**src/rtl/sdram_aref.sv**
```systemverilog
// sdram_aref: periodic auto-refresh generator. Times the refresh interval,
// raises aref_req toward the arbiter, and once granted issues one
// PRECHARGE-ALL followed by AREF_TIMES AUTO-REFRESH commands with tRP/tRFC
// NOP spacing, then pulses aref_end to hand the bus back.
module sdram_aref #(
    parameter int REF_PERIOD = 375,
    parameter int TRP_CLK    = 2,
    parameter int TRFC_CLK   = 7,
    parameter int AREF_TIMES = 2
) (
    input  logic        sys_clk,
    input  logic        sys_rst_n,
    input  logic        init_end,
    input  logic        aref_en,
    output logic        aref_req,
    output logic        aref_end,
    output logic [3:0]  aref_cmd,
    output logic [1:0]  aref_ba,
    output logic [11:0] aref_addr
);

    localparam int TW   = (REF_PERIOD > 1) ? $clog2(REF_PERIOD) : 1;
    localparam int WMAX = (TRP_CLK > TRFC_CLK) ? TRP_CLK : TRFC_CLK;
    localparam int CW   = $clog2(WMAX + 1);
    localparam int AW   = $clog2(AREF_TIMES + 1);

    localparam logic [3:0] CMD_NOP  = 4'b0111;
    localparam logic [3:0] CMD_PCHA = 4'b0010;
    localparam logic [3:0] CMD_AREF = 4'b0001;

    typedef enum logic [2:0] {
        S_IDLE, S_PCHA, S_TRP, S_AREF, S_TRFC, S_END
    } state_t;

    state_t          state, state_nxt;
    logic [TW-1:0]   timer;
    logic [CW-1:0]   cnt_clk;
    logic [AW-1:0]   cnt_aref;
    logic            expire;
    logic            accept;
    logic [3:0]      cmd_nxt;

    assign expire = init_end && (timer == TW'(REF_PERIOD - 1));
    assign accept = (state == S_IDLE) && aref_req && aref_en;

    // Refresh interval timer; free-runs (even mid-sequence) once init is done.
    always_ff @(posedge sys_clk or negedge sys_rst_n) begin
        if (!sys_rst_n)     timer <= '0;
        else if (!init_end) timer <= '0;
        else if (expire)    timer <= '0;
        else                timer <= timer + 1'b1;
    end

    // Sticky request: expiry sets it and beats a same-edge accept.
    always_ff @(posedge sys_clk or negedge sys_rst_n) begin
        if (!sys_rst_n)     aref_req <= 1'b0;
        else if (!init_end) aref_req <= 1'b0;
        else if (expire)    aref_req <= 1'b1;
        else if (accept)    aref_req <= 1'b0;
    end

    // State register.
    always_ff @(posedge sys_clk or negedge sys_rst_n) begin
        if (!sys_rst_n) state <= S_IDLE;
        else            state <= state_nxt;
    end

    // Next state and the command that goes with it.
    always_comb begin
        state_nxt = state;
        cmd_nxt   = CMD_NOP;
        case (state)
            S_IDLE: if (accept) state_nxt = S_PCHA;
            S_PCHA: state_nxt = S_TRP;
            S_TRP:  if (cnt_clk == CW'(TRP_CLK - 1)) state_nxt = S_AREF;
            S_AREF: state_nxt = S_TRFC;
            S_TRFC: if (cnt_clk == CW'(TRFC_CLK - 1))
                        state_nxt = (cnt_aref < AW'(AREF_TIMES)) ? S_AREF : S_END;
            S_END:  state_nxt = S_IDLE;
            default: state_nxt = S_IDLE;
        endcase
        if (state_nxt == S_PCHA)      cmd_nxt = CMD_PCHA;
        else if (state_nxt == S_AREF) cmd_nxt = CMD_AREF;
    end

    // Wait-cycle counter for TRP/TRFC and count of AUTO-REFRESHes issued.
    always_ff @(posedge sys_clk or negedge sys_rst_n) begin
        if (!sys_rst_n) begin
            cnt_clk  <= '0;
            cnt_aref <= '0;
        end else begin
            if ((state == S_TRP || state == S_TRFC) && state_nxt == state)
                cnt_clk <= cnt_clk + 1'b1;
            else
                cnt_clk <= '0;
            if (state == S_AREF)     cnt_aref <= cnt_aref + 1'b1;
            else if (state == S_END) cnt_aref <= '0;
        end
    end

    // Registered outputs, aligned with the state they belong to.
    always_ff @(posedge sys_clk or negedge sys_rst_n) begin
        if (!sys_rst_n) begin
            aref_cmd  <= CMD_NOP;
            aref_end  <= 1'b0;
            aref_ba   <= 2'b11;
            aref_addr <= 12'hFFF;
        end else begin
            aref_cmd  <= cmd_nxt;
            aref_end  <= (state_nxt == S_END);
            aref_ba   <= 2'b11;
            aref_addr <= 12'hFFF;
        end
    end

endmodule

```
**config.mk**
```make
export PLATFORM = sky130hd
export DESIGN_NAME = sdram_aref
export DESIGN_NICKNAME = d
export VERILOG_FILES = /design/src/rtl/sdram_aref.sv
export SDC_FILE = /design/constraint.sdc
export NUM_CORES = 1
export LEC_CHECK = 0
export ABC_AREA = 1
export BUFFER_PORTS_ARGS = -buffer_cell sky130_fd_sc_hd__buf_2
export CAP_MARGIN = 20
export CORE_UTILIZATION = 57
export CTS_CLUSTER_DIAMETER = 100
export DETAILED_ROUTE_END_ITERATION = 6
export GPL_ROUTABILITY_DRIVEN = 0
export PLACE_DENSITY = 0.91
export SLEW_MARGIN = 10
export SYNTH_ARGS = -nofsm -noshare
export SYNTH_HDL_FRONTEND = slang
export SYNTH_SLANG_ARGS = --single-unit
```
**constraint.sdc**
```tcl
create_clock -name sys_clk -period 2.9 [get_ports sys_clk]
set_input_delay 0.435 -clock sys_clk [delete_from_list [all_inputs] [get_ports sys_clk]]
set_output_delay 0.435 -clock sys_clk [all_outputs]
set_load 0.02 [all_outputs]
```
==> impl_metrics.toml <==
[drt]
met3WireLength_um = 73
routed-wl-met2_mm = 1.04
drt_drc_violations_left = 0
wl_met1_um = 804
drtAntennaViolNets = 0
detail_route.wirelength_mm = 1.95
post_drt_wl_per_cell_um = 11.1
highest_layer_used_for_signal_routing = "met4"
detail_route.vias_per_cell = 4.82
drtIter0Drc = 13
pre_repair_dr_iteration_count = 4
route.vias.total = 848

[setup_path]
path_max_fanout = 1
classification_of_the_worst_setup_path = "reg2out"
crit_path_start_kind = "register"
cp_data_required_time_ns = 2.47
arrival_ns = 1.01
crit_path_max_incr_delay_ns = 0.54
cp_num_buf_inv = 1
timing.critical_path.slowest_stage_cell = "sky130_fd_sc_hd__dfstp_2"
crit_path_end_kind = "primary output"
critical_path.cell_chain = "buf_2"
critical-path-top-delay-family = "flip-flops"

[clock_tree]
postCtsSetupBuffers = 0
cts_max_level = 1
clkSlewWorstSetupHoldPaths_ns = 0.13
cts-resized-gates = 0
cts_hold_buf = 0
cts_max_path_buffers = 2
cts_tree = "done"
clock_tree_root_driver_cell = "sky130_fd_sc_hd__clkbuf_4"
cts-buffers-inserted = 3
worst_skew_pair.late_latency_ns = 0.31
sink_count = 22

[die]
fp.dieH_um = 47.4
core_region_area_um2 = 1940
standard_cell_rows = 16
die_span_in_x_um = 47.4
floorplan.initialDensity = 0.605
floorplan_die_area_um2 = 2250
pin_count = 24

[timing]
fin_crit_sh = 0.497
maxSlewViolCount = 0
finalHoldViolCount = 0
worst_clock_skew_ns = 0.0118
period_needed_ns = 1.44
setup_total_negative_slack_ns = 0
setup_viol = 0
timing.fmax_mhz = 694
rsz0062_at_grt = "false"

[power_and_ir_drop]
totalPowerFinal_uw = 583
vdd_drop_max_v = 0.000441
p_leak_nw = 0.631
pwr_density_cell_nw_per_um2 = 471

[synthesis]
ys_seq_elements = 22
ys_warn_count = 0
post_synth_inst_count = 139
ys_seq_area_frac = 0.472
library_cells_used_by_synthesis = 23
post_synth.cell_area_avg_um2 = 8.45
syn_area_um2 = 1170

[grt]
globalRouteOverflowTotal = 0
vias_in_the_first_global_route = 794
antenna_found_initial = 0
grt_first_pass_wirelength_mm = 3.04
largest_net_degree_at_the_start_of_global_routing = 23
global_route.usage.total = 0.200

[min_path]
worst_hold_path_type = "in2async"

[place]
placed_cells = 172
detailed_place_hpwl_mm = 1.45
total_of_buffers_placed_on_input_and_output_ports = 8

[finish]
area_growth_syn_to_layout_pct = 5.33
multi_input_comb_area_um2 = 478
fin_nets = 159
post_route_cells_drive_above_1_share = 0.148
fillCellCount = 185
fin_cells = 176
diodes = 0
seq_area_um2 = 554
final_core_utilization = 0.637

[run_status]
outcome = "finished clean"

[flow_run]
max_cap_viol_count = 0
[worst paths after layout]
kind                                to   startpoint  slack [ns]  depth (start not counted)
hold reg to reg               timer[0]     timer[0]        0.49                          1
setup reg to reg              timer[5]     timer[0]        1.59                          7
max in group asynchronous  aref_cmd[0]    sys_rst_n        2.49                          1
min in group sys_clk          aref_req     init_end        0.37                          3
hold / removal                state[0]    sys_rst_n        0.06                          1
setup / recovery           aref_cmd[0]  aref_cmd[0]        1.46                          1
[routing by layer]
layer,GRT usage,vias to the layer above
met1,0.196,400
met2,0.384,21
met4,0.0629,0
met5,0,-
met3,0.0731,4
li1,-,423
[cell families (layout without fill, tap and decap cells)]
kind of cell,after synthesis,count (layout),share of synthesized area
AO/OA/AOI/OAI,9,9,0.0426
adder cells (fa/ha/maj),5,5,0.0532
other,2,15,0.00639
flip-flops,22,22,0.472
buffers and inverters,36,33,0.163
AND/OR/NAND/NOR,64,64,0.256
XOR/XNOR,1,1,0.00746
[layout make-up]
class                   instances  area share
flip-flops and latches         22       0.448
multi-input cells              94       0.386
inverters                      21      0.0637
repair buffers                  8      0.0324
well taps                      27      0.0273
clock inverters                 1      0.0243
clock buffers                   3      0.0182
[layout by cell type, fill, tap and decap left out, drive strengths merged]
cell type	instances
o31ai	1
ha	5
nand2	24
or2	1
inv	21
nor2	19
nand4	2
clkbuf	3
dfrtp	19
buf	8
o21ai	3
nor3b	1
nor3	4
dfstp	3
o211ai	1
a21oi	4
bufinv	1
conb	15
nand3	13
xnor2	1
[metrics by stage]
stage          cell area (um^2)  hold WS, ns  worst slack (ns)
6_report                   1240       0.0567              1.46
5_1_grt                    1240       0.0664              1.40
4_1_cts                    1240       0.0646              1.45
3_5_place_dp               1180        0.417              1.61
3_3_place_gp               1180        0.413              1.64
2_1_floorplan              1220        0.139              1.71
[power breakdown]
part	switching, mW	internal [mW]
clock	0.0951	0.140
combinational	0.0291	0.00524
sequential	0.00308	0.310
total	0.127	0.455
[sequential cells by signal, indices dropped and copies added, names as in the netlist]
register  cells
aref_req      1
timer         9
cnt_aref      2
aref_end      1
cnt_clk       3
state         3
aref_cmd      3
[cell usage after synthesis]
master,n,area share
sky130_fd_sc_hd__nand2_1,23,0.073
sky130_fd_sc_hd__dfrtp_1,19,0.40
sky130_fd_sc_hd__nor3b_1,1,0.0064
sky130_fd_sc_hd__conb_1,2,0.0064
sky130_fd_sc_hd__nand4_1,2,0.011
sky130_fd_sc_hd__nand3_2,3,0.026
sky130_fd_sc_hd__nor2_1,17,0.054
sky130_fd_sc_hd__nor3_1,4,0.017
sky130_fd_sc_hd__ha_1,5,0.053
sky130_fd_sc_hd__xnor2_1,1,0.0075
sky130_fd_sc_hd__inv_1,20,0.064
sky130_fd_sc_hd__nand3_1,10,0.043
sky130_fd_sc_hd__nor2_2,1,0.0053
sky130_fd_sc_hd__o31ai_1,1,0.0064
sky130_fd_sc_hd__a21oi_1,4,0.017
sky130_fd_sc_hd__o211ai_1,1,0.0064
sky130_fd_sc_hd__o21ai_0,3,0.013
sky130_fd_sc_hd__inv_2,1,0.0032
sky130_fd_sc_hd__dfstp_2,3,0.067
sky130_fd_sc_hd__or2_0,1,0.0053
sky130_fd_sc_hd__nand2_2,1,0.0053
sky130_fd_sc_hd__buf_4,15,0.096
sky130_fd_sc_hd__nor2_4,1,0.0096
Power figures use the tool's default switching activity.
